### config.mk
export PLATFORM = sky130hd
export DESIGN_NAME = fir_cmplx_seq
export DESIGN_NICKNAME = d
export VERILOG_FILES = /design/src/rtl/fir_cmplx_seq_pkg.sv /design/src/rtl/fir_cmplx_seq_pair_reg.sv /design/src/rtl/fir_cmplx_seq.sv
export SDC_FILE = /design/constraint.sdc
export NUM_CORES = 1
export LEC_CHECK = 0
export CORE_ASPECT_RATIO = 0.7
export CORE_MARGIN = 10
export CORE_UTILIZATION = 57
export CTS_BUF_LIST = sky130_fd_sc_hd__clkbuf_4 sky130_fd_sc_hd__clkbuf_8
export CTS_CLUSTER_SIZE = 24
export DETAILED_ROUTE_END_ITERATION = 10
export DONT_BUFFER_PORTS = 1
export HOLD_SLACK_MARGIN = 0.15
export PLACE_DENSITY = 0.72
export SKIP_LAST_GASP = 1
export SYNTH_ARGS = -nofsm -noshare
export SYNTH_HDL_FRONTEND = slang
export SYNTH_SLANG_ARGS = --single-unit
### constraint.sdc
create_clock -name clock -period 2.8 [get_ports clock]
set_input_delay 0.28 -clock clock [delete_from_list [all_inputs] [get_ports clock]]
set_output_delay 0.28 -clock clock [all_outputs]
set_load 0.1 [all_outputs]
### src/rtl/fir_cmplx_seq_pkg.sv
// Shared width and sequencer state encoding for the fir_cmplx front end.
// Pure declarations: no latency, no backpressure.
package fir_cmplx_seq_pkg;

  localparam int DATA_SIZE = 16;

  typedef logic [1:0] seq_state_t;

  localparam seq_state_t IDLE  = 2'd0;
  localparam seq_state_t RUN   = 2'd1;
  localparam seq_state_t FLUSH = 2'd2;
  localparam seq_state_t DRAIN = 2'd3;

endpackage

### src/rtl/fir_cmplx_seq_pair_reg.sv
// One-entry re/im pair register that looks like a FIFO to fir_cmplx; a load is visible after
// its edge, and a consume plus a load can share a cycle so full rate has no bubbles.
module cmplx_pair_reg
  import fir_cmplx_seq_pkg::*;
(
  input  logic                 clock,
  input  logic                 reset,
  input  logic                 load,
  input  logic [DATA_SIZE-1:0] load_re,
  input  logic [DATA_SIZE-1:0] load_im,
  input  logic                 fir_xreal_rd_en,
  input  logic                 fir_ximag_rd_en,
  output logic                 hold_valid,
  output logic                 consume,
  output logic                 can_load,
  output logic                 fir_xreal_empty,
  output logic [DATA_SIZE-1:0] fir_xreal_dout,
  output logic                 fir_ximag_empty,
  output logic [DATA_SIZE-1:0] fir_ximag_dout,
  output logic                 pair_err
);

  // A pop only counts when both halves are taken together.
  assign consume         = hold_valid & fir_xreal_rd_en & fir_ximag_rd_en;
  assign can_load        = !hold_valid | consume;
  assign fir_xreal_empty = !hold_valid;
  assign fir_ximag_empty = !hold_valid;

  always_ff @(posedge clock or negedge reset) begin
    if (!reset) begin
      hold_valid     <= 1'b0;
      fir_xreal_dout <= '0;
      fir_ximag_dout <= '0;
      pair_err       <= 1'b0;
    end else begin
      if (load) begin
        hold_valid     <= 1'b1;
        fir_xreal_dout <= load_re;
        fir_ximag_dout <= load_im;
      end else if (consume) begin
        hold_valid <= 1'b0;
      end
      if (hold_valid && (fir_xreal_rd_en != fir_ximag_rd_en)) begin
        pair_err <= 1'b1;
      end
    end
  end

endmodule

### src/rtl/fir_cmplx_seq.sv
// Frame sequencer: pops source re/im strictly in pairs, then appends FLUSH_LEN zero pairs per
// frame; pair visible one edge after the pop, stalls on empty sources or a full pair register.
module fir_cmplx_seq
  import fir_cmplx_seq_pkg::*;
#(
  parameter int FRAME_LEN = 256,
  parameter int FLUSH_LEN = 20,
  parameter int CNT_W     = $clog2(FRAME_LEN + FLUSH_LEN + 1)
) (
  input  logic                 clock,
  input  logic                 reset,
  input  logic                 enable,
  input  logic                 xreal_in_empty,
  input  logic [DATA_SIZE-1:0] xreal_in_dout,
  output logic                 xreal_in_rd_en,
  input  logic                 ximag_in_empty,
  input  logic [DATA_SIZE-1:0] ximag_in_dout,
  output logic                 ximag_in_rd_en,
  output logic                 fir_xreal_empty,
  output logic [DATA_SIZE-1:0] fir_xreal_dout,
  input  logic                 fir_xreal_rd_en,
  output logic                 fir_ximag_empty,
  output logic [DATA_SIZE-1:0] fir_ximag_dout,
  input  logic                 fir_ximag_rd_en,
  output logic                 busy,
  output logic                 frame_done,
  output logic                 pair_err
);

  localparam logic [CNT_W-1:0] RUN_LAST   = CNT_W'(FRAME_LEN - 1);
  localparam logic [CNT_W-1:0] FLUSH_LAST = CNT_W'(FLUSH_LEN - 1);

  seq_state_t       state;
  logic [CNT_W-1:0] count;
  logic             hold_valid;
  logic             consume;
  logic             can_load;
  logic             src_pop;
  logic             flush_load;
  logic             load;

  // Both sources must have data, so one FIFO is never popped without the other.
  assign src_pop    = (state == RUN) & can_load & !xreal_in_empty & !ximag_in_empty;
  assign flush_load = (state == FLUSH) & can_load;
  assign load       = src_pop | flush_load;

  assign xreal_in_rd_en = src_pop;
  assign ximag_in_rd_en = src_pop;
  assign busy           = (state != IDLE);
  assign frame_done     = (state == DRAIN) & (!hold_valid | consume);

  cmplx_pair_reg u_pair_reg (
    .clock           (clock),
    .reset           (reset),
    .load            (load),
    .load_re         (src_pop ? xreal_in_dout : '0),
    .load_im         (src_pop ? ximag_in_dout : '0),
    .fir_xreal_rd_en (fir_xreal_rd_en),
    .fir_ximag_rd_en (fir_ximag_rd_en),
    .hold_valid      (hold_valid),
    .consume         (consume),
    .can_load        (can_load),
    .fir_xreal_empty (fir_xreal_empty),
    .fir_xreal_dout  (fir_xreal_dout),
    .fir_ximag_empty (fir_ximag_empty),
    .fir_ximag_dout  (fir_ximag_dout),
    .pair_err        (pair_err)
  );

  always_ff @(posedge clock or negedge reset) begin
    if (!reset) begin
      state <= IDLE;
      count <= '0;
    end else begin
      case (state)
        IDLE: begin
          if (enable) begin
            state <= RUN;
            count <= '0;
          end
        end
        RUN: begin
          if (src_pop) begin
            if (count == RUN_LAST) begin
              count <= '0;
              state <= FLUSH;
            end else begin
              count <= count + CNT_W'(1);
            end
          end
        end
        FLUSH: begin
          if (flush_load) begin
            if (count == FLUSH_LAST) begin
              count <= '0;
              state <= DRAIN;
            end else begin
              count <= count + CNT_W'(1);
            end
          end
        end
        DRAIN: begin
          // Last zero pair has left the register (or leaves this cycle).
          if (frame_done) state <= IDLE;
        end
        default: state <= IDLE;
      endcase
    end
  end

endmodule
==> metrics.yaml <==
arrival_ns: 2.59
tightest_slew_ns: 1.09
drt_wl_total_um: 5870
synth_top_area_share_pct: 54.0
cts_root_buf: "clkbuf_8"
cts_buffers: 5
timing.setup.tns_ns: 0
async_flop_share_pct: 100
yosysTopAreaCell: "dfrtp_1"
slew_violations: 0
post-route-util_pct: 74.0
critical_path.max_fanout: 7
path_class: "flip-flop to flip-flop"
antenna_found_initial: 0
skew_ns: 0.00391
synth_flop_cell: "dfrtp_1"
netlist-cell-type-count: 39
grt_pass1_vias: 1771
num_vias: 1671
cp_data_required_time_ns: 2.98
grt_max_degree: 46
netlist_instances: 183
cts_buffer_depth: 2
fin_crit_sh_pct: 86.0
setup_violations: 0
first_iter_violations: 222
syn_avg_cell_area_um2: 11.4
relSlewSlack_pct: 27.3
detail-route-antenna-nets: 0
critPathSlowestCell: "dfrtp_1"
slowest_delay_ns: 0.41
firstDrtPassIters: 4
areaGrowthSynthToFinish_pct: 24.7
post-route-drc-count: 0
startpoint_type: "flip-flop"
synth-seq-cells: 45
io_pins: 78
layout.nets: 261
yosys-top-cells-area: "dfrtp_1, a22o_1, ha_1"
endpoint_kind: "flip-flop"
max-cap-violations: 0
ctsResizeCount: 0
post-route-cell-area_mm2: 0.00260
fin_crit_ns: 2.41
dieArea_mm2: 0.00652
post_drt_via_cell_ratio: 6.28
cts_max_level: 2
yosys_warnings: 0
syn-cell-area_mm2: 0.00209
drive_gt1_share_pct: 8.33
insertion_delay_ns: 0.29
core_mm2: 0.00351
hold_class: "input pin to flip-flop"
antenna_cells: 0
synth-edff-count: 0
routedWlPerCell_um: 22.1
path_cells: "ha_1 -> and3_1 -> and3_1 -> nand3_1 -> inv_1 -> ha_1 -> nor2_1 -> nor2_1 -> o311ai_0"
pre_cts_ws_ns: 0.416
rows: 18
hpwl_um: 3730
io_buffer_count: 0
grtUsageTotal_pct: 18.0
ys_seq_area_share_pct: 54.0
worst_slack_ns: 0.392
dpl_cell_area_mm2: 0.00213
place_congestion: 0.851
hold_viol: 0
clk_pin_slew_ns: 0.08
grt_overflow: 0
fp.dieW_um: 92.3
status: "finished, final reports clean"
grt_pass1_wl_um: 9580
tritoncts: "yes"
fill_cells: 238
max_freq_mhz: 415
start_util_pct: 59.4
rsz0062_at_grt: "false"
die_y_um: 70.6
syn_nets: 229
clock_sinks: 45
==> cell usage in the layout (no fill, tap or decap), types with 2 or more instances in the layout <==
cell,count
a21o_1,2
a22o_1,32
and3_1,3
buf_12,2
buf_4,2
clkbuf_8,6
dfrtp_1,45
dlygate4sd3_1,33
ha_1,7
inv_1,9
mux2i_1,2
nand2_1,7
nand2b_1,3
nand3_1,6
nor2_1,6
nor2b_1,3
nor4b_2,2
o2111ai_1,3
o211ai_1,4
o21ai_0,12
o31ai_1,2
or3_1,2
or4_1,2
==> flip-flops by register name, summed over array words and instances (netlist names) <==
register                   cells
u_pair_reg.fir_xreal_dout     16
u_pair_reg.fir_ximag_dout     16
count                          9
u_pair_reg.hold_valid          1
state                          2
u_pair_reg.pair_err            1
==> per-layer routing <==
| layer | global-route usage [%] | vias to the layer above | routed length [um] |
|---|---|---|---|
| met3 | 7.27 | 2 | 606 |
| met2 | 30.6 | 90 | 3010 |
| met1 | 20.9 | 829 | 2240 |
| met5 | 0 | - | 0 |
| met4 | 4.27 | 0 | 15 |
| li1 | - | 750 | - |
==> area by class of cell <==
| cell class | instances | area (um2) | area share [%] |
|---|---|---|---|
| clock buffer | 6 | 82.6 | 3.17 |
| clock inverter | 2 | 37.5 | 1.44 |
| inverter | 10 | 37.5 | 1.44 |
| tap | 50 | 62.6 | 2.41 |
| multi-input combinational | 116 | 870 | 33.4 |
| timing repair buffer | 37 | 385 | 14.8 |
| sequential | 45 | 1130 | 43.3 |
==> Yosys cell counts, types with 2 or more instances <==
cell and count:
clkbuf_1 3, dfrtp_1 45, mux2i_1 2, o2111ai_1 3
nand2_1 7, o211ai_1 4, ha_1 7, buf_2 4
or4_1 2, o31ai_1 2, nand2b_1 3, nor2b_1 3
nand3_1 6, or3_1 2, nor4b_2 2, o21ai_0 12
buf_1 3, inv_1 10, a21o_1 2, a22o_1 32
a21oi_1 2, buf_4 2, and3_1 4, nor2_1 6
==> repair_timing <==
action	4_1_cts	5_1_grt
buffers inserted	0	0
endpoints found under the hold margin	77	0
hold buffers	34	0
==> cells by family (layout without fill, tap and decap cells) <==
| group | count (synthesis) | count (layout) | synth area share [%] |
|---|---|---|---|
| mux | 2 | 2 | 0.960 |
| compound gates | 68 | 68 | 25.4 |
| simple gates | 38 | 38 | 10.4 |
| flops | 45 | 45 | 54.0 |
| buf+inv | 22 | 55 | 4.56 |
| xor+xnor | 1 | 1 | 0.420 |
| fa+ha+maj | 7 | 7 | 4.20 |
==> worst max-delay path: cells and delay by family (launching register included) <==
family                   cells  cell delay [ns]
flip-flops                   1             0.41
AND/OR/NAND/NOR              5             1.04
AO/OA/AOI/OAI                1             0.36
adder cells (fa/ha/maj)      2             0.44
buffers and inverters        1             0.05
==> worst paths after layout <==
kind                                      startpoint                                        end  slack (ns)  cells past startpoint
worst min register to register  count[1]$_DFFE_PN0P_                       count[1]$_DFFE_PN0P_        0.56                      2
worst min-delay path                 fir_ximag_rd_en            u_pair_reg.pair_err$_DFFE_PN0P_        0.23                      2
min in group asynchronous                      reset                       state[0]$_DFFE_PN0P_        0.46                      2
max in group asynchronous                      reset  u_pair_reg.fir_ximag_dout[12]$_DFFE_PN0P_        2.12                      2
worst max-delay path            count[0]$_DFFE_PN0P_                       count[4]$_DFFE_PN0P_        0.39                      9
worst max register to register  count[0]$_DFFE_PN0P_                       count[4]$_DFFE_PN0P_        0.39                      9
==> metrics by stage <==
step / hold WS [ns] / instances
after floorplan: -0.0156 / 183
after global placement: -0.0144 / 224
after detailed placement: -0.0143 / 224
after CTS: 0.225 / 266
after global routing: 0.230 / 266
final: 0.233 / 266
Power is not shown: default switching activity piles up to over one toggle a cycle in this logic, so the estimate is an artifact.
